===== src/rtl/cpu7_ifu_pkg.sv =====
// rtl/cpu7_ifu_pkg.sv - shared types and constants for the IFU instruction-bus bridge
package cpu7_ifu_pkg;

  localparam logic [5:0] EXC_ADEF = 6'h08;

  typedef struct packed {
    logic drop;
    logic is_local;
    logic unc;
  } tag_t;

endpackage


===== src/rtl/cpu7_ifu_tagq.sv =====
// rtl/cpu7_ifu_tagq.sv - in-order tag FIFO for outstanding fetches with drop-all marking
module cpu7_ifu_tagq
  import cpu7_ifu_pkg::*;
#(
  parameter int DEPTH = 4
) (
  input  logic clock,
  input  logic resetn,
  input  logic push,
  input  tag_t push_tag,
  input  logic pop,
  input  logic drop_all,
  output tag_t head,
  output logic full,
  output logic empty
);

  localparam int AW = $clog2(DEPTH);

  tag_t          entries_q [DEPTH];
  tag_t          entries_d [DEPTH];
  logic [AW-1:0] wr_ptr_q, wr_ptr_d;
  logic [AW-1:0] rd_ptr_q, rd_ptr_d;
  logic [AW:0]   count_q, count_d;
  logic          do_push, do_pop;

  assign full    = (count_q == (AW+1)'(DEPTH));
  assign empty   = (count_q == '0);
  assign head    = entries_q[rd_ptr_q];
  assign do_push = push & ~full;
  assign do_pop  = pop & ~empty;

  always_comb begin
    entries_d = entries_q;
    wr_ptr_d  = wr_ptr_q;
    rd_ptr_d  = rd_ptr_q;
    count_d   = count_q;
    // Marking stale slots is harmless: a push always writes a fresh tag.
    if (drop_all) begin
      for (int i = 0; i < DEPTH; i++) begin
        entries_d[i].drop = 1'b1;
      end
    end
    if (do_push) begin
      entries_d[wr_ptr_q] = push_tag;
      wr_ptr_d            = wr_ptr_q + AW'(1);
    end
    if (do_pop) begin
      rd_ptr_d = rd_ptr_q + AW'(1);
    end
    case ({do_push, do_pop})
      2'b10:   count_d = count_q + (AW+1)'(1);
      2'b01:   count_d = count_q - (AW+1)'(1);
      default: count_d = count_q;
    endcase
  end

  always_ff @(posedge clock or negedge resetn) begin
    if (!resetn) begin
      for (int i = 0; i < DEPTH; i++) begin
        entries_q[i] <= '0;
      end
      wr_ptr_q <= '0;
      rd_ptr_q <= '0;
      count_q  <= '0;
    end else begin
      entries_q <= entries_d;
      wr_ptr_q  <= wr_ptr_d;
      rd_ptr_q  <= rd_ptr_d;
      count_q   <= count_d;
    end
  end

endmodule


===== src/rtl/cpu7_ifu_ibus_bridge.sv =====
// rtl/cpu7_ifu_ibus_bridge.sv - IFU fetch request to SRAM-like instruction bus bridge
module cpu7_ifu_ibus_bridge
  import cpu7_ifu_pkg::*;
#(
  parameter int          DEPTH    = 4,
  parameter int          GRLEN    = 64,
  parameter logic [31:0] UNC_BASE = 32'h1c00_0000,
  parameter logic [31:0] UNC_MASK = 32'hff00_0000
) (
  input  logic             clock,
  input  logic             resetn,
  input  logic             inst_req,
  input  logic [31:0]      inst_addr,
  output logic             inst_addr_ok,
  input  logic             inst_cancel,
  output logic             inst_valid_f,
  output logic [GRLEN-1:0] inst_rdata_f,
  output logic [1:0]       inst_count,
  output logic             inst_uncache,
  output logic             inst_ex,
  output logic [5:0]       inst_exccode,
  output logic             ibus_req,
  output logic [31:0]      ibus_addr,
  input  logic             ibus_gnt,
  input  logic             ibus_rvalid,
  input  logic [31:0]      ibus_rdata,
  input  logic             ibus_err
);

  tag_t head, push_tag;
  logic full, empty;
  logic misaligned, can, pop;

  logic             valid_q, valid_d;
  logic [1:0]       count_q, count_d;
  logic [GRLEN-1:0] rdata_q, rdata_d;
  logic             unc_q, unc_d;
  logic             ex_q, ex_d;
  logic [5:0]       code_q, code_d;

  assign misaligned   = |inst_addr[1:0];
  assign can          = inst_req & ~full & ~inst_cancel;
  assign ibus_req     = can & ~misaligned;
  assign ibus_addr    = inst_addr;
  assign inst_addr_ok = misaligned ? can : (can & ibus_gnt);

  assign push_tag.drop     = 1'b0;
  assign push_tag.is_local = misaligned;
  assign push_tag.unc      = ((inst_addr & UNC_MASK) == UNC_BASE);

  // A local head always retires on its first head cycle; bus beats only ever
  // belong to a bus head, so an rvalid seen under a local head is not consumed.
  assign pop = ~empty & (head.is_local | ibus_rvalid);

  cpu7_ifu_tagq #(
    .DEPTH (DEPTH)
  ) u_tagq (
    .clock    (clock),
    .resetn   (resetn),
    .push     (inst_addr_ok),
    .push_tag (push_tag),
    .pop      (pop),
    .drop_all (inst_cancel),
    .head     (head),
    .full     (full),
    .empty    (empty)
  );

  always_comb begin
    valid_d = 1'b0;
    count_d = 2'd0;
    rdata_d = '0;
    unc_d   = 1'b0;
    ex_d    = 1'b0;
    code_d  = 6'd0;
    // A cancel in the pop cycle kills the popping head as well.
    if (pop && !head.drop && !inst_cancel) begin
      valid_d = 1'b1;
      count_d = 2'd1;
      unc_d   = head.unc;
      if (head.is_local || ibus_err) begin
        ex_d   = 1'b1;
        code_d = EXC_ADEF;
      end else begin
        rdata_d = GRLEN'(ibus_rdata);
      end
    end
  end

  always_ff @(posedge clock or negedge resetn) begin
    if (!resetn) begin
      valid_q <= 1'b0;
      count_q <= 2'd0;
      rdata_q <= '0;
      unc_q   <= 1'b0;
      ex_q    <= 1'b0;
      code_q  <= 6'd0;
    end else begin
      valid_q <= valid_d;
      count_q <= count_d;
      rdata_q <= rdata_d;
      unc_q   <= unc_d;
      ex_q    <= ex_d;
      code_q  <= code_d;
    end
  end

  assign inst_valid_f = valid_q;
  assign inst_count   = count_q;
  assign inst_rdata_f = rdata_q;
  assign inst_uncache = unc_q;
  assign inst_ex      = ex_q;
  assign inst_exccode = code_q;

endmodule


===== config.mk =====
export PLATFORM = sky130hd
export DESIGN_NAME = cpu7_ifu_ibus_bridge
export DESIGN_NICKNAME = d
export VERILOG_FILES = /design/src/rtl/cpu7_ifu_pkg.sv /design/src/rtl/cpu7_ifu_tagq.sv /design/src/rtl/cpu7_ifu_ibus_bridge.sv
export SDC_FILE = /design/constraint.sdc
export NUM_CORES = 1
export LEC_CHECK = 0
export BUFFER_PORTS_ARGS = -buffer_cell sky130_fd_sc_hd__buf_4
export CAP_MARGIN = 25
export CELL_PAD_IN_SITES_DETAIL_PLACEMENT = 1
export CELL_PAD_IN_SITES_GLOBAL_PLACEMENT = 1
export CORE_ASPECT_RATIO = 2
export CORE_MARGIN = 3
export CORE_UTILIZATION = 27
export CTS_BUF_LIST = sky130_fd_sc_hd__clkbuf_16
export CTS_CLUSTER_DIAMETER = 100
export DETAILED_ROUTE_END_ITERATION = 8
export GPL_TIMING_DRIVEN = 0
export PLACE_DENSITY = 0.8
export SYNTH_ARGS = -nofsm -noshare
export SYNTH_HDL_FRONTEND = slang
export SYNTH_SLANG_ARGS = --single-unit

===== constraint.sdc =====
create_clock -name clock -period 1.95 [get_ports clock]
set_input_delay 0.195 -clock clock [delete_from_list [all_inputs] [get_ports clock]]
set_output_delay 0.195 -clock clock [all_outputs]
set_load 0.02 [all_outputs]

# After elaboration in Yosys (flattened, before gate mapping)
# Index checks and enable logic that the tools add are counted.
[classes]
n_addsub = 4
order_cmp = 3
n_eq_ne = 4
n_mux = 22
bitwise_logic = 14
reduce_logical = 9
[op_table]
columns = ["op", "count"]
rows = [
  ["$mux 32", 2],
  ["$bwmux 12", 1],
  ["$mux 12", 1],
  ["$mux 1", 10],
  ["$mux 3", 3],
  ["$eq 8x5->1 const B", 1],
  ["$mux 4", 2],
  ["$and 1x1->1", 7],
  ["$bmux 3 s2", 1],
  ["$demux 3 s2", 1],
  ["$ge 3x3->1 const B", 2],
  ["$not 2->3", 2],
  ["$pmux 3 s2", 1],
  ["$add 2x1->2 const B", 2],
  ["$not 1->1", 4],
  ["$add 3x1->3 const B", 1],
  ["$eq 3x3->1 const B", 1],
  ["$logic_and 1x1->1", 3],
  ["$logic_not 3->1", 1],
  ["$lt 3x1->1 const B", 1],
  ["$sub 3x1->3 const B", 1],
  ["$eq 2x1->1 const B", 1],
  ["$eq 2x2->1 const B", 1],
  ["$logic_not 1->1", 2],
  ["other kinds (4)", 4],
]
[totals]
register_bits = 93
input_bits = 71
out_inout_bits = 109
wordCells = 77

# Longest topological paths before layout
# Gate-level depths: netlist of the first run.
[logic_depth]
depth_word = 9
mapped_depth = 10
mapped_depth_nobuf = 9

# By module
# Synthesis of the first run repeated with hierarchy kept, for this count alone.
[unflattened]
cells_unflattened = 275
hier_area_um2 = 3045.4
[modules_own_cells]
columns = ["mod", "instances", "cells_each", "area_per_inst_um2", "seq_area_each_um2"]
rows = [
  ["cpu7_ifu_ibus_bridge", 1, 203, 2099.5, 875.8],
  ["cpu7_ifu_tagq", 1, 72, 945.9, 475.5],
]

# Least setup slack after synthesis of the first run
# OpenSTA, ideal clock, no wires.
[synth_timing]
path_kind = "reg-to-reg"
start = "register u_tagq.count_q[2]"
end = "register u_tagq.count_q[2]"
setup_time_ps = 125
arrival_ps = 2099
t_required_ps = 1825
path_slack_ps = -274
stages_incl_launch_ff = 10
n_path_buf = 0
period_less_slack_ps = 2224
path_cell_list = "dfrtp_1 -> nor3b_1 -> nor3_1 -> inv_1 -> ha_1 -> inv_1 -> fa_1 -> xor2_1 -> nor2_1 -> xor2_1"
[synth_between]
elab_chain_len = 9
word_cells_on_any_way = 17
cone_classes = "2 x add/sub; 3 x eq/ne; 2 x mux; 8 x bitwise; 2 x reduce/logical"
[synth_lines]
columns = ["element", "line", "source"]
rows = [
  ["start: declaration", "cpu7_ifu_tagq.sv:24", "logic [AW:0] count_q, count_d;"],
  ["start signal: assignment", "cpu7_ifu_tagq.sv:70", "count_q <= count_d;"],
  ["$eq 3x3->1 (*)", "cpu7_ifu_tagq.sv:27", "assign full = (count_q == (AW+1)'(DEPTH));"],
  ["$not 1->1 (*)", "cpu7_ifu_ibus_bridge.sv:42", "assign can = inst_req & ~full & ~inst_cancel;"],
  ["$and 1x1->1 (*) (2 in a row)", "cpu7_ifu_ibus_bridge.sv:42", ""],
  ["$and 1x1->1", "cpu7_ifu_ibus_bridge.sv:45", "assign inst_addr_ok = misaligned ? can : (can & ibus_gnt);"],
  ["$mux 1 (*)", "cpu7_ifu_ibus_bridge.sv:45", ""],
  ["named net inst_addr_ok", "cpu7_ifu_ibus_bridge.sv:14", "output logic inst_addr_ok,"],
  ["$and 1x1->1 (*)", "cpu7_ifu_tagq.sv:30", "assign do_push = push & ~full;"],
  ["$eq 2x1->1 / $eq 2x2->1 (equally long branches)", "cpu7_ifu_tagq.sv:51", "case ({do_push, do_pop})"],
  ["$pmux 3 s2 / $reduce_bool 2->1 (equally long branches)", "--", ""],
]
# Mark *: on every way through the listed nets, which the timed path passes. The rest lies on a longest branch.
# A chain may end at the register's enable or synchronous reset.

# Worst setup path in the final report of the first run
[layout_timing]
start = "register u_tagq.rd_ptr_q[1]"
end = "register u_tagq.count_q[2]"
[layout_between]
elab_chain_len = 9
word_cells_on_any_way = 11
cone_classes = "2 x eq/ne; 4 x mux; 4 x bitwise; 1 x reduce/logical"
[layout_lines]
columns = ["element", "line", "source"]
rows = [
  ["start: declaration", "cpu7_ifu_tagq.sv:23", "logic [AW-1:0] rd_ptr_q, rd_ptr_d;"],
  ["start signal: assignment", "cpu7_ifu_tagq.sv:69", "rd_ptr_q <= rd_ptr_d;"],
  ["$not 2->3 (implied by the code) (*)", "cpu7_ifu_tagq.sv:29", "assign head = entries_q[rd_ptr_q];"],
  ["$bmux 3 s2 (*)", "cpu7_ifu_tagq.sv:29", ""],
  ["$mux 3 (implied by the code) (*) (2 in a row)", "cpu7_ifu_tagq.sv:29", ""],
  ["$or 1x1->1 (*)", "cpu7_ifu_ibus_bridge.sv:53", "assign pop = ~empty & (head.is_local | ibus_rvalid);"],
  ["$and 1x1->1 (*)", "cpu7_ifu_ibus_bridge.sv:53", ""],
  ["$and 1x1->1 (*)", "cpu7_ifu_tagq.sv:31", "assign do_pop = pop & ~empty;"],
  ["named net u_tagq.do_pop", "cpu7_ifu_tagq.sv:25", "logic do_push, do_pop;"],
  ["$eq 2x1->1 / $eq 2x2->1 (equally long branches)", "cpu7_ifu_tagq.sv:51", ""],
  ["$pmux 3 s2 / $reduce_bool 2->1 (equally long branches)", "--", ""],
]
# Mark *: on every way through the listed nets, which the timed path passes. The rest lies on a longest branch. The select of a mux whose other input is x is not followed.

==> flow_summary.rst, run 1 <==
.. list-table::
   :header-rows: 1

   * - Metric
     - Value
   * - Internal portion of total power
     - 2.63 mW
   * - Share of power burned in registers
     - 0.350
   * - R2R Path End
     - u_tagq.count_q[2]$_DFFE_PN0P_
   * - Final Skew
     - 0.00281 ns
   * - Final weighted congestion of routability-driven global placement
     - 0.745
   * - Hold Fails Final Rpt
     - 0
   * - Placed Instances
     - 580
   * - Maximum fanout along the worst path
     - 3
   * - Clock-pin slew on the worst setup and hold paths
     - 0.07 ns
   * - End point of the most critical hold path
     - inst_rdata_f[3]$_DFF_PN0_
   * - Ordered list of cells on the worst path
     - mux2i_4 > o2bb2ai_4 > nor2_2 > ha_2 > inv_2 > fa_2 > xor2_1 > nor2_1 > xor2_1
   * - Launching point of the worst reg2reg path
     - u_tagq.rd_ptr_q[1]$_DFFE_PN0P_
   * - Insertion delay of the later-clocked pin in the worst-skew pair
     - 0.29 ns
   * - Number of antenna diodes
     - 0
   * - Final Setup Violations
     - 1
   * - FF-to-FF path depth
     - 9
   * - Pwr per Cell Area
     - 942 nW/um2
   * - Syn_area_per_cell
     - 9.91 um2
   * - Overall global routing resource usage
     - 0.138
   * - Clock share of power
     - 0.202
   * - Critical Path Sink Type
     - flip-flop
   * - Wire length of the first global-routing pass
     - 13.3 mm
   * - Die height
     - 152 um
   * - Final core utilization
     - 0.432
   * - Netlist area before placement
     - 2880 um2
   * - Count of synthesis-stage warnings from yosys
     - 0
   * - Total routed wirelength
     - 8.25 mm
   * - Per-cell via count in the routed design
     - 4.20
   * - Final standard cell count with taps included and fillers excluded
     - 593
   * - Peak ir drop on the vdd network
     - 383 uV
   * - Remaining DRCs
     - 0
   * - Cell types with the largest area share after synthesis
     - sky130_fd_sc_hd__dfrtp_1 47%, sky130_fd_sc_hd__buf_4 19%, sky130_fd_sc_hd__nor3_1 6.3%, sky130_fd_sc_hd__nand2_1 4.8%, sky130_fd_sc_hd__mux2_2 2.3%
   * - Proportion of netlist area held by the largest area contributor
     - 0.470
   * - Effective utilization at floorplan
     - 0.280
   * - Largest net degree at the start of global routing
     - 55
   * - Net Switching
     - 1.55 mW
   * - Leakage power total
     - 2.32 nW
   * - Worst Min Path Start
     - ibus_rdata[3]
   * - Avg WL per Cell
     - 13.9 um
   * - Cell taking the most area after synthesis
     - sky130_fd_sc_hd__dfrtp_1
   * - ANT nets after route
     - 0
   * - Clock tree from TritonCTS
     - built
   * - Number of buffers created by CTS
     - 5
   * - # IOs
     - 180
   * - Most common cell type on the critical path
     - sky130_fd_sc_hd__xor2_1
   * - Global route total overflow
     - 0
   * - Number of H-tree levels
     - 2
   * - Overall die width
     - 79.0 um
   * - Period utilization
     - 1.02
   * - Kind of critical path
     - flip-flop to flip-flop
   * - Met1 usage in global routing
     - 0.133
   * - Hold_ws
     - 0.137 ns
   * - Portion of total power attributed to combinational logic
     - 0.448
   * - Clk sink count
     - 54
   * - Number of distinct standard cells referenced by the synthesized netlist
     - 29
   * - CP max-delay cell
     - sky130_fd_sc_hd__dfrtp_2
   * - Number of max-cap violations
     - 0
   * - Cell area after placement
     - 4090 um2
   * - Failing checks
     - negative setup slack
   * - Floorplan die area
     - 12,000 um2
   * - Maximum buffer depth of the clock tree
     - 2
   * - Vias in the first global route
     - 2,844
   * - Switching share of power
     - 0.372
   * - Final HPWL from detailed placement
     - 6.72 mm
   * - Post-synthesis sequential element count
     - 54
   * - Worst Hold Depth
     - 3
   * - Number of buffers added on ports
     - 118
   * - Register-to-register setup slack
     - -0.04 ns
   * - Max transition margin
     - 0.543
   * - Count of nets after finishing
     - 534
   * - GRT met2 Usage
     - 0.273
   * - HP Class
     - input pin to flip-flop
   * - Detailed Routing Iterations Pass 1
     - 4
   * - Vias after detailed routing
     - 2,491
   * - Share of layout cells above drive strength 1
     - 0.537
   * - Worst slew pin tran
     - 0.686 ns
   * - Unrepaired setup endpoints after global routing
     - yes
   * - Post-route design area
     - 4440 um2
   * - Final number of max-transition violations
     - 0
   * - Number of rows created at floorplan
     - 52
   * - Number of instances in the synthesized netlist
     - 290
   * - Seq/Total Area, Yosys
     - 0.470
   * - Status
     - finished with violations
   * - DRC violation total after the first TritonRoute iteration
     - 67
   * - Timing-limited maximum frequency
     - 502 MHz
   * - Setup ws final
     - -0.0433 ns
   * - Antenna violations before repair
     - 0
   * - Delay-heaviest family, CP
     - adder cells
   * - Clock root cell
     - sky130_fd_sc_hd__clkbuf_16
   * - Category of the worst setup path launch point
     - flip-flop
   * - Area of the core
     - 10,300 um2
   * - Worst EP arrival
     - 2.20 ns
   * - Gr busiest metal
     - met2
   * - Endpoint required time on the critical path
     - 2.16 ns
   * - Buffer and inverter count on the worst path
     - 1
   * - Grt met3 use
     - 0.0344
   * - Shortest period the worst path allows
     - 1.99 ns
   * - P&R area growth vs syn
     - 54.4%
   * - Setup slack after placement
     - -0.377 ns
   * - Largest stage delay on the critical path
     - 0.45 ns
layout by cell type (no fill, tap or decap), types with 2 or more instances in the layout:
cell,count
sky130_fd_sc_hd__buf_6,4
sky130_fd_sc_hd__dfrtp_2,2
sky130_fd_sc_hd__xor2_1,2
sky130_fd_sc_hd__clkbuf_16,5
sky130_fd_sc_hd__nor3_4,4
sky130_fd_sc_hd__xnor2_1,2
sky130_fd_sc_hd__a22o_1,4
sky130_fd_sc_hd__mux2_2,5
sky130_fd_sc_hd__inv_1,11
sky130_fd_sc_hd__nor2_1,14
sky130_fd_sc_hd__nor3_2,14
sky130_fd_sc_hd__dfrtp_1,52
sky130_fd_sc_hd__or3_1,4
sky130_fd_sc_hd__ha_1,4
sky130_fd_sc_hd__nand2b_1,3
sky130_fd_sc_hd__nand2_1,37
sky130_fd_sc_hd__nor3b_2,2
sky130_fd_sc_hd__a2bb2oi_1,2
sky130_fd_sc_hd__buf_4,194
sky130_fd_sc_hd__clkbuf_2,2
sky130_fd_sc_hd__o21ai_0,2
sky130_fd_sc_hd__nor4_1,6
sky130_fd_sc_hd__nor3_1,19
sky130_fd_sc_hd__clkbuf_1,7
sky130_fd_sc_hd__conb_1,38
area by class of cell:
class                   instances  area, um2
fillers                      1249       5840
flip-flops and latches         54       1350
multi-input cells             176       1170
repair buffers                123        926
plain buffers                  86        637
well taps                     135        169
clock buffers                   5        125
inverters                      11       41.3
clock inverters                 3       17.5
power groups by stage:
stage	registers (mW)	logic (mW)	clock network, mW
floorplan	1.43	1.13	0
global placement	1.43	1.51	0
detailed placement	1.45	1.61	0
CTS	1.45	1.80	0.885
global route	1.49	2.05	0.933
finish	1.46	1.87	0.845
tightest hold or removal path, cell delays in order:
cell and delay (ns):
sky130_fd_sc_hd__buf_4 0.11, sky130_fd_sc_hd__nand2_1 0.05, sky130_fd_sc_hd__nor3_1 0.04
logic make-up after synthesis:
logic type / share of synthesized area
adders and majority gates: 0.0287
other: 0.00130
and+or+nand+nor: 0.176
buffers and inverters: 0.234
AOI/OAI and AO/OA: 0.0309
muxes: 0.0474
DFF: 0.470
xor gates and xnor gates: 0.0122
metal layers:
metal  up-vias  share of wire
met5         -              0
met4         0          0.013
met3         6          0.091
met2       138           0.58
met1      1173           0.31
li1       1174              -
per-stage QoR:
| step | TNS [ns] | total power, mW |
|---|---|---|
| final | -0.0433 | 4.18 |
| after global placement | -0.386 | 2.95 |
| after floorplan | 0 | 2.56 |
| after CTS | -0.0440 | 4.14 |
| after global routing | -0.588 | 4.47 |
| after detailed placement | -0.582 | 3.05 |
worst max-delay path by stage:
stage | cells after the start | start | endpoint | slack [ns]
detailed placement | 10 | ibus_gnt | u_tagq.count_q[2]$_DFFE_PN0P_ | -0.38
floorplan | 9 | ibus_gnt | u_tagq.count_q[2]$_DFFE_PN0P_ | 0.02
finish | 9 | u_tagq.rd_ptr_q[1]$_DFFE_PN0P_ | u_tagq.count_q[2]$_DFFE_PN0P_ | -0.04
CTS | 9 | u_tagq.rd_ptr_q[1]$_DFFE_PN0P_ | u_tagq.count_q[2]$_DFFE_PN0P_ | -0.04
global route | 9 | u_tagq.rd_ptr_q[1]$_DFFE_PN0P_ | u_tagq.count_q[2]$_DFFE_PN0P_ | -0.14
global placement | 10 | ibus_gnt | u_tagq.count_q[2]$_DFFE_PN0P_ | -0.26
cell usage after synthesis (all sizes together):
cell type,n
nand2b,3
ha,5
o32a,1
o2bb2ai,1
a2bb2oi,2
a22o,4
nor2,15
nor3,37
nor3b,3
conb,1
buf,77
xor2,2
inv,11
mux2i,2
nand2,37
xnor2,2
mux4,2
clkbuf,9
fa,1
or3,5
a21o,1
mux2,6
o21ai,2
or4b,1
nor4,6
dfrtp,54
timing repair:
item                                   CTS  global route
endpoints found under the hold margin   54             0
gates resized for setup                 12            26
pin swaps                                4             1
hold buffers                             1             0
setup endpoints to repair               19            34
buffers inserted                         4             0
Power figures use the tool's default switching activity.
==> inputs of run 2 (changes only) <==
Settings changed: CORE_UTILIZATION 27 to 29, PLACE_DENSITY 0.8 to 0.82, SYNTH_HIERARCHICAL set to 1.
==> run 2 against run 1 <==
Compared with the run above:
- the run still ends with negative setup slack left
- routed wire length up 7.6%
- critical path type unchanged
- sequential cell count unchanged
- sequential share of layout area down 2.9 points
- critical path depth down 1
- synthesized area up 5.9%
- final cell count down 0.51%
==> flow_summary.rst, run 2 <==
.. list-table::
   :header-rows: 1

   * - Metric
     - Value
   * - Status
     - finished with violations
   * - Failing checks
     - negative setup slack
   * - Area of combinational cells with multiple inputs
     - 1480 um2 (+26%)
   * - Clock-pin slew on the worst setup and hold paths
     - 0.07 ns (about the same)
   * - Per-cell via count in the routed design
     - 4.24 (+0.87%)
   * - Post-synthesis sequential element count
     - 54 (unchanged)
   * - Final core utilization
     - 0.481 (+0.0487)
   * - Proportion of netlist area held by the largest area contributor
     - 0.444 (-0.0263)
   * - Netlist area before placement
     - 3050 um2 (+5.9%)
   * - Cell types with the largest area share after synthesis
     - sky130_fd_sc_hd__dfrtp_1 44%, sky130_fd_sc_hd__buf_4 18%, sky130_fd_sc_hd__nor4_2 10%, sky130_fd_sc_hd__nand2_1 4.7%, sky130_fd_sc_hd__mux2_2 3.3%
   * - Maximum buffer depth of the clock tree
     - 2 (unchanged)
   * - Delay-heaviest family, CP
     - multiplexers
   * - DRC violation total after the first TritonRoute iteration
     - 52 (-22%)
   * - Clock root cell
     - sky130_fd_sc_hd__clkbuf_16
   * - Clock tree from TritonCTS
     - built
   * - Vias in the first global route
     - 2,753 (-3.2%)
   * - Remaining DRCs
     - 0 (unchanged)
   * - Final number of max-transition violations
     - 0 (unchanged)
   * - Number of max-cap violations
     - 0 (unchanged)
   * - Number of buffers created by CTS
     - 5 (unchanged)
   * - Most frequent standard cell in the layout excluding fill and tap cells
     - sky130_fd_sc_hd__buf_4
   * - Overall die width
     - 78.5 um (-0.65%)
   * - Vias after detailed routing
     - 2,500 (+0.36%)
   * - CP max-delay cell
     - sky130_fd_sc_hd__mux4_2
   * - Unrepaired setup endpoints after global routing
     - yes
   * - Hold Fails Final Rpt
     - 0 (unchanged)
   * - Final Setup Violations
     - 7 (+6)
   * - Shortest period the worst path allows
     - 2.22 ns (+0.231 ns)
   * - EDFF count, synth
     - 0 (unchanged)
   * - Most frequent cells after synthesis
     - 72 x sky130_fd_sc_hd__buf_4, 54 x sky130_fd_sc_hd__dfrtp_1, 38 x sky130_fd_sc_hd__nand2_1
   * - Number of antenna diodes
     - 0 (unchanged)
   * - Ordered list of cells on the worst path
     - mux4_2 > nor2_4 > nor2_1 > o31a_1 > ha_2 > inv_2 > fa_2 > mux2i_1
   * - Hold_ws
     - 0.131 ns (-0.00658 ns)
   * - Number of H-tree levels
     - 2 (unchanged)
   * - ANT nets after route
     - 0 (unchanged)
   * - Wire length of the first global-routing pass
     - 13.0 mm (-2.0%)
   * - Proportion of register bits with asynchronous set or reset after synthesis
     - 1.00 (unchanged)
   * - Max transition margin
     - 0.255 (-0.288)
   * - P&R area growth vs syn
     - 61.2%
   * - Leakage power total
     - 2.45 nW (+5.4%)
   * - DR WL met2
     - 5.39 mm (+12%)
   * - Pwr per Cell Area
     - 972 nW/um2 (+3.2%)
   * - Number of rows created at floorplan
     - 52 (unchanged)
   * - Primary flip-flop cell chosen by synthesis mapping
     - sky130_fd_sc_hd__dfrtp_1
   * - Largest net degree at the start of global routing
     - 55 (unchanged)
   * - Top library cells by usage in the layout, fill and taps aside
     - 202 x sky130_fd_sc_hd__buf_4, 51 x sky130_fd_sc_hd__dfrtp_1, 39 x sky130_fd_sc_hd__conb_1, 37 x sky130_fd_sc_hd__nand2_1, 23 x sky130_fd_sc_hd__nor4_4
   * - Overall global routing resource usage
     - 0.141 (+0.00277)
   * - Number of filler instances in the final layout
     - 1,163 (-6.9%)
   * - Seq/Total Area, Yosys
     - 0.444 (-0.0263)
   * - Critical Path Sink Type
     - flip-flop
   * - Final Skew
     - 0.00783 ns (+0.00502 ns)
   * - Avg WL per Cell
     - 15.0 um (+8.1%)
   * - Met3 wire length
     - 636 um (-15%)
   * - Global route total overflow
     - 0 (unchanged)
   * - Sequential cell area
     - 1360 um2 (about the same)
   * - Worst slew pin tran
     - 1.12 ns (+0.432 ns)
   * - Worst EP arrival
     - 2.43 ns (+0.23 ns)
   * - Most frequent cell after synthesis
     - sky130_fd_sc_hd__buf_4
   * - Period utilization
     - 1.14 (+0.118)
   * - Clk sink count
     - 54 (unchanged)
   * - Count of synthesis-stage warnings from yosys
     - 6 (+6)
   * - # IOs
     - 180 (unchanged)
   * - Highest routed metal layer
     - met4
   * - Syn_area_per_cell
     - 11.1 um2 (+12%)
   * - Number of buffers added on ports
     - 117 (-0.85%)
   * - Endpoint required time on the critical path
     - 2.15 ns (about the same)
   * - Detailed Routing Iterations Pass 1
     - 4 (unchanged)
   * - Count of nets after finishing
     - 531 (-0.56%)
   * - Number of instances in the synthesized netlist
     - 275 (-5.2%)
   * - Total routed wirelength
     - 8.87 mm (+7.6%)
   * - Buffer and inverter count on the worst path
     - 1 (unchanged)
   * - Insertion delay of the later-clocked pin in the worst-skew pair
     - 0.29 ns (about the same)
   * - Timing-limited maximum frequency
     - 450 MHz (-10%)
   * - Floorplan die area
     - 11,800 um2 (-1.3%)
   * - Antenna violations before repair
     - 0 (unchanged)
   * - Peak ir drop on the vdd network
     - 483 uV (+26%)
   * - Final HPWL from detailed placement
     - 6.57 mm (-2.3%)
   * - Kind of critical path
     - flip-flop to flip-flop
   * - Die height
     - 151 um (-0.67%)
   * - HP Class
     - input pin to flip-flop
   * - Largest stage delay on the critical path
     - 0.56 ns (+0.11 ns)
   * - Effective utilization at floorplan
     - 0.298 (+0.0184)
   * - Setup ws final
     - -0.274 ns (-0.231 ns)
   * - Cell taking the most area after synthesis
     - sky130_fd_sc_hd__dfrtp_1
   * - Routed metal-1 wirelength
     - 2.72 mm (+4.9%)
   * - Number of distinct standard cells referenced by the synthesized netlist
     - 30 (+3.4%)
   * - Final weighted congestion of routability-driven global placement
     - 0.710 (-4.7%)
   * - Setup slack after placement
     - -0.535 ns (-0.158 ns)
   * - Area of the core
     - 10,200 um2 (-0.63%)
   * - Category of the worst setup path launch point
     - flip-flop
   * - Share of layout cells above drive strength 1
     - 0.618 (+0.0805)
   * - Final TNS setup
     - -0.630 ns (-0.587 ns)
   * - Power Total
     - 4.77 mW (+14%)
   * - Maximum fanout along the worst path
     - 3 (unchanged)
==> run 2: cell types whose count changed after synthesis, moves of 3 or more <==
cell,delta
sky130_fd_sc_hd__inv_1,-5
sky130_fd_sc_hd__or3_1,-4
sky130_fd_sc_hd__mux2_2,+3
sky130_fd_sc_hd__nor3_1,-32
sky130_fd_sc_hd__mux2i_1,+3
sky130_fd_sc_hd__a22o_1,-4
sky130_fd_sc_hd__nor4_2,+25
==> run 2: layout make-up <==
cell class,count,share of cell area
Multi-Input combinational cell,166,0.301
Tap cell,135,0.0344
Clock buffer,5,0.0255
Timing Repair Buffer,135,0.218
Clock inverter,3,0.00892
Buffer,86,0.132
Inverter,6,0.00459
Sequential cell,54,0.276
==> run 2: worst paths after layout <==
path	startpoint	slack (ns)	to	cells past startpoint
max	u_tagq/rd_ptr_q[0]$_DFFE_PN0P_	-0.27	u_tagq/count_q[1]$_DFFE_PN0P_	8
min in group asynchronous	resetn	0.49	inst_rdata_f[6]$_DFF_PN0_	2
min reg2reg	flip-flop	0.52	flip-flop	1
max in group asynchronous	resetn	0.94	u_tagq/count_q[0]$_DFFE_PN0P_	2
max reg2reg	u_tagq/rd_ptr_q[0]$_DFFE_PN0P_	-0.27	u_tagq/count_q[1]$_DFFE_PN0P_	8
min	ibus_rdata[3]	0.13	inst_rdata_f[3]$_DFF_PN0_	3
==> run 2: logic make-up (layout without fill, tap and decap cells) <==
group | after synthesis | in the layout | synth area share
and+or+nand+nor | 95 | 96 | 0.219
buffers and inverters | 94 | 235 | 0.215
DFF | 54 | 54 | 0.444
muxes | 17 | 17 | 0.0719
adders and majority gates | 6 | 6 | 0.0271
xor gates and xnor gates | 6 | 6 | 0.0173
AOI/OAI and AO/OA | 2 | 2 | 0.00452
other | 1 | 39 | 0.00123
==> run 2: layer usage <==
layer	up-vias	GRT usage
li1	1160	-
met1	1202	0.130
met2	131	0.292
met3	7	0.0351
met4	0	0.0377
met5	-	0
==> run 2: timing repair <==
item | CTS | global route
hold buffers | 1 | 0
setup endpoints to repair | 40 | 40
gates resized for setup | 18 | 35
gates cloned | 0 | 4
hold endpoints to repair | 54 | 0
buffers inserted | 6 | 9
pin swaps | 5 | 32
==> run 2: where the power goes <==
group          leakage [nW]  internal, mW  switching, mW
sequential            0.704          1.28          0.136
clock                0.0842         0.608          0.409
combinational          1.66          1.02           1.32
==> run 2: through the flow <==
stage	instance area, um2	std cells
after global placement	4270	565
after global routing	4910	590
after detailed placement	4270	565
after floorplan	3220	313
after CTS	4570	580
final	4910	590
==> run 2: tightest hold or removal path: stages <==
cell and delay (ns):
sky130_fd_sc_hd__buf_4 0.11, sky130_fd_sc_hd__nand2_1 0.04, sky130_fd_sc_hd__nor4_1 0.04
==> inputs of run 3 (changes only) <==
Settings changed: CORE_ASPECT_RATIO 2 to unset.
==> run 3 against run 2 <==
Compared with the run above:
- largest power group unchanged
- largest cell class unchanged
- critical path type unchanged
- sequential cell count unchanged
- critical endpoint is now u_tagq/count_q[2]$_DFFE_PN0P_
- the run still ends with negative setup slack left
- combinational power rose by 2%
- power fell by 2.4%
==> flow_summary.rst, run 3 (synthesis results as in run 2) <==
.. list-table::
   :header-rows: 1

   * - Metric
     - Value
   * - Status
     - finished with violations
   * - Failing checks
     - negative setup slack
   * - Hold Fails Final Rpt
     - 0 (unchanged)
   * - Final number of max-transition violations
     - 0 (unchanged)
   * - Number of buffers created by CTS
     - 5 (unchanged)
   * - Clock tree from TritonCTS
     - built
   * - Category of the worst setup path launch point
     - flip-flop
   * - Placed Instances
     - 563 (-0.35%)
   * - Vias after detailed routing
     - 2,500 (unchanged)
   * - Wire length of the first global-routing pass
     - 11.7 mm (-10%)
   * - Largest stage delay on the critical path
     - 0.47 ns (-0.09 ns)
   * - Number of max-cap violations
     - 0 (unchanged)
   * - Setup ws final
     - -0.267 ns (+0.00720 ns)
   * - Detailed Routing Iterations Pass 1
     - 4 (unchanged)
   * - CP max-delay cell
     - sky130_fd_sc_hd__dfrtp_1
   * - Area of the core
     - 10000 um2 (-2.1%)
   * - Pwr per Cell Area
     - 945 nW/um2 (-2.8%)
   * - Clock-pin slew on the worst setup and hold paths
     - 0.07 ns (about the same)
   * - Count of nets after finishing
     - 538 (+1.3%)
   * - Per-cell via count in the routed design
     - 4.21 (-0.67%)
   * - Final standard cell count with taps included and fillers excluded
     - 594 (+0.68%)
   * - Most frequent standard cell in the layout excluding fill and tap cells
     - sky130_fd_sc_hd__buf_4
   * - Number of rows created at floorplan
     - 36 (-31%)
   * - Hold_ws
     - 0.144 ns (+0.0139 ns)
   * - Buffer and inverter count on the worst path
     - 2 (+1)
   * - Share of layout cells above drive strength 1
     - 0.623 (+0.00498)
   * - Ordered list of cells on the worst path
     - nor3b_4 > buf_4 > nand2b_4 > ha_2 > inv_2 > fa_2 > xor2_1 > nor2_1 > xor2_1
   * - Kind of critical path
     - flip-flop to flip-flop
   * - Max transition margin
     - 0.234 (-0.0205)
   * - Insertion delay of the later-clocked pin in the worst-skew pair
     - 0.29 ns (about the same)
   * - Largest net degree at the start of global routing
     - 55 (unchanged)
   * - Number of H-tree levels
     - 2 (unchanged)
   * - Shortest period the worst path allows
     - 2.22 ns (-0.00720 ns)
   * - Overall die width
     - 108 um (+38%)
   * - Clk sink count
     - 54 (unchanged)
   * - Global route total overflow
     - 0 (unchanged)
   * - Avg WL per Cell
     - 14.9 um (-0.62%)
   * - Maximum fanout along the worst path
     - 5 (+2)
   * - Die height
     - 108 um (-28%)
   * - Most common cell type on the critical path
     - sky130_fd_sc_hd__xor2_1
   * - Peak ir drop on the vdd network
     - 648 uV (+34%)
   * - Final Setup Violations
     - 19 (+12)
   * - P&R area growth vs syn
     - 61.9%
   * - Period utilization
     - 1.14 (-0.00369)
   * - Remaining DRCs
     - 0 (unchanged)
   * - Power Total
     - 4.66 mW (-2.4%)
   * - Worst EP arrival
     - 2.43 ns (about the same)
   * - Final weighted congestion of routability-driven global placement
     - 0.729 (+2.7%)
   * - Overall global routing resource usage
     - 0.125 (-0.0160)
   * - Delay-heaviest family, CP
     - simple AND/OR/NAND/NOR gates
   * - Vias in the first global route
     - 2,518 (-8.5%)
   * - Leakage power total
     - 2.48 nW (+1.2%)
   * - Antenna violations before repair
     - 0 (unchanged)
   * - Number of buffers added on ports
     - 117 (unchanged)
   * - Maximum buffer depth of the clock tree
     - 2 (unchanged)
   * - Endpoint required time on the critical path
     - 2.16 ns (about the same)
   * - Clock root cell
     - sky130_fd_sc_hd__clkbuf_16
   * - Top library cells by usage in the layout, fill and taps aside
     - 207 x sky130_fd_sc_hd__buf_4, 52 x sky130_fd_sc_hd__dfrtp_1, 39 x sky130_fd_sc_hd__conb_1, 35 x sky130_fd_sc_hd__nand2_1, 20 x sky130_fd_sc_hd__nor4_4
   * - Number of filler instances in the final layout
     - 1,103 (-5.2%)
   * - Final HPWL from detailed placement
     - 6.09 mm (-7.2%)
   * - ANT nets after route
     - 0 (unchanged)
   * - Floorplan die area
     - 11,800 um2 (-0.63%)
   * - # IOs
     - 180 (unchanged)
   * - DRC violation total after the first TritonRoute iteration
     - 68 (+31%)
   * - Number of antenna diodes
     - 0 (unchanged)
   * - Worst slew pin tran
     - 1.15 ns (+0.0308 ns)
   * - Total routed wirelength
     - 8.88 mm (about the same)
   * - Final Skew
     - 0.00953 ns (+0.00171 ns)
   * - Timing-limited maximum frequency
     - 451 MHz (+0.32%)
   * - Unrepaired setup endpoints after global routing
     - yes
   * - Effective utilization at floorplan
     - 0.305 (+0.00642)
   * - Critical Path Sink Type
     - flip-flop
   * - HP Class
     - input pin to flip-flop
-- run 3: changes by cell type in the layout (fill, tap and decap cells not counted), sizes merged --
| cell | previous run | this run |
|---|---|---|
| clkinv | 1 | 0 |
| buf | 209 | 215 |
| clkbuf | 16 | 17 |
| clkinvlp | 0 | 1 |
| bufinv | 1 | 0 |
-- run 3: area by class of cell --
class | instances | area [um2] | share of cell area
Sequential cell | 54 | 1350 | 0.275
Timing Repair Buffer | 142 | 1130 | 0.230
Inverter | 6 | 22.5 | 0.00457
Clock buffer | 5 | 125 | 0.0254
Buffer | 86 | 646 | 0.131
Clock inverter | 2 | 11.3 | 0.00228
Tap cell | 133 | 166 | 0.0337
Multi-Input combinational cell | 166 | 1470 | 0.299
-- run 3: path summary, 6_finish.rpt --
path | from | end | slack [ns] | cells after the start
hold reg to reg | flip-flop | flip-flop | 0.51 | 1
min in group asynchronous | resetn | inst_rdata_f[4]$_DFF_PN0_ | 0.51 | 2
hold / removal | ibus_rdata[3] | inst_rdata_f[3]$_DFF_PN0_ | 0.14 | 3
setup / recovery | u_tagq/count_q[0]$_DFFE_PN0P_ | u_tagq/count_q[2]$_DFFE_PN0P_ | -0.27 | 9
max in group asynchronous | resetn | u_tagq/rd_ptr_q[0]$_DFFE_PN0P_ | 0.90 | 2
setup reg to reg | u_tagq/count_q[0]$_DFFE_PN0P_ | u_tagq/count_q[2]$_DFFE_PN0P_ | -0.27 | 9
-- run 3: metal layers --
| metal | vias to the layer above | part of all wire | track usage |
|---|---|---|---|
| met5 | - | 0 | 0 |
| met4 | 0 | 0.0084 | 0.0325 |
| met3 | 6 | 0.081 | 0.0239 |
| met2 | 127 | 0.52 | 0.226 |
| met1 | 1190 | 0.39 | 0.150 |
| li1 | 1177 | - | - |
-- run 3: what timing repair did --
action | CTS | global route
endpoints found under the hold margin | 54 | 0
setup endpoints to repair | 39 | 39
pin swaps | 4 | 29
hold buffers | 1 | 0
gates cloned | 0 | 4
setup buffers | 6 | 15
resized for setup | 8 | 48
-- run 3: stage by stage --
step / utilization / setup WS (ns) / area [um2] / setup TNS, ns
after floorplan: - / -0.328 / 3220 / -0.587
after global placement: 0.426 / -0.489 / 4260 / -1.09
after global routing: 0.493 / -0.416 / 4930 / -4.68
final: 0.493 / -0.267 / 4930 / -2.04
after detailed placement: 0.426 / -0.565 / 4260 / -1.75
after CTS: 0.447 / -0.317 / 4470 / -0.533
-- run 3: where the power goes --
part	leakage, nW	internal (mW)	switching [mW]	total, mW
Sequential	0.705	1.28	0.142	1.42
Combinational	1.70	1.08	1.31	2.39
Clock	0.0671	0.465	0.389	0.854
-- run 3: worst register-to-register path, stage by stage (launching register included) --
cell and delay, ns:
sky130_fd_sc_hd__dfrtp_1 0.47, sky130_fd_sc_hd__nor3b_4 0.29, sky130_fd_sc_hd__buf_4 0.24, sky130_fd_sc_hd__nand2b_4 0.17, sky130_fd_sc_hd__ha_2 0.19, sky130_fd_sc_hd__inv_2 0.04, sky130_fd_sc_hd__fa_2 0.32, sky130_fd_sc_hd__xor2_1 0.15
sky130_fd_sc_hd__nor2_1 0.12, sky130_fd_sc_hd__xor2_1 0.16
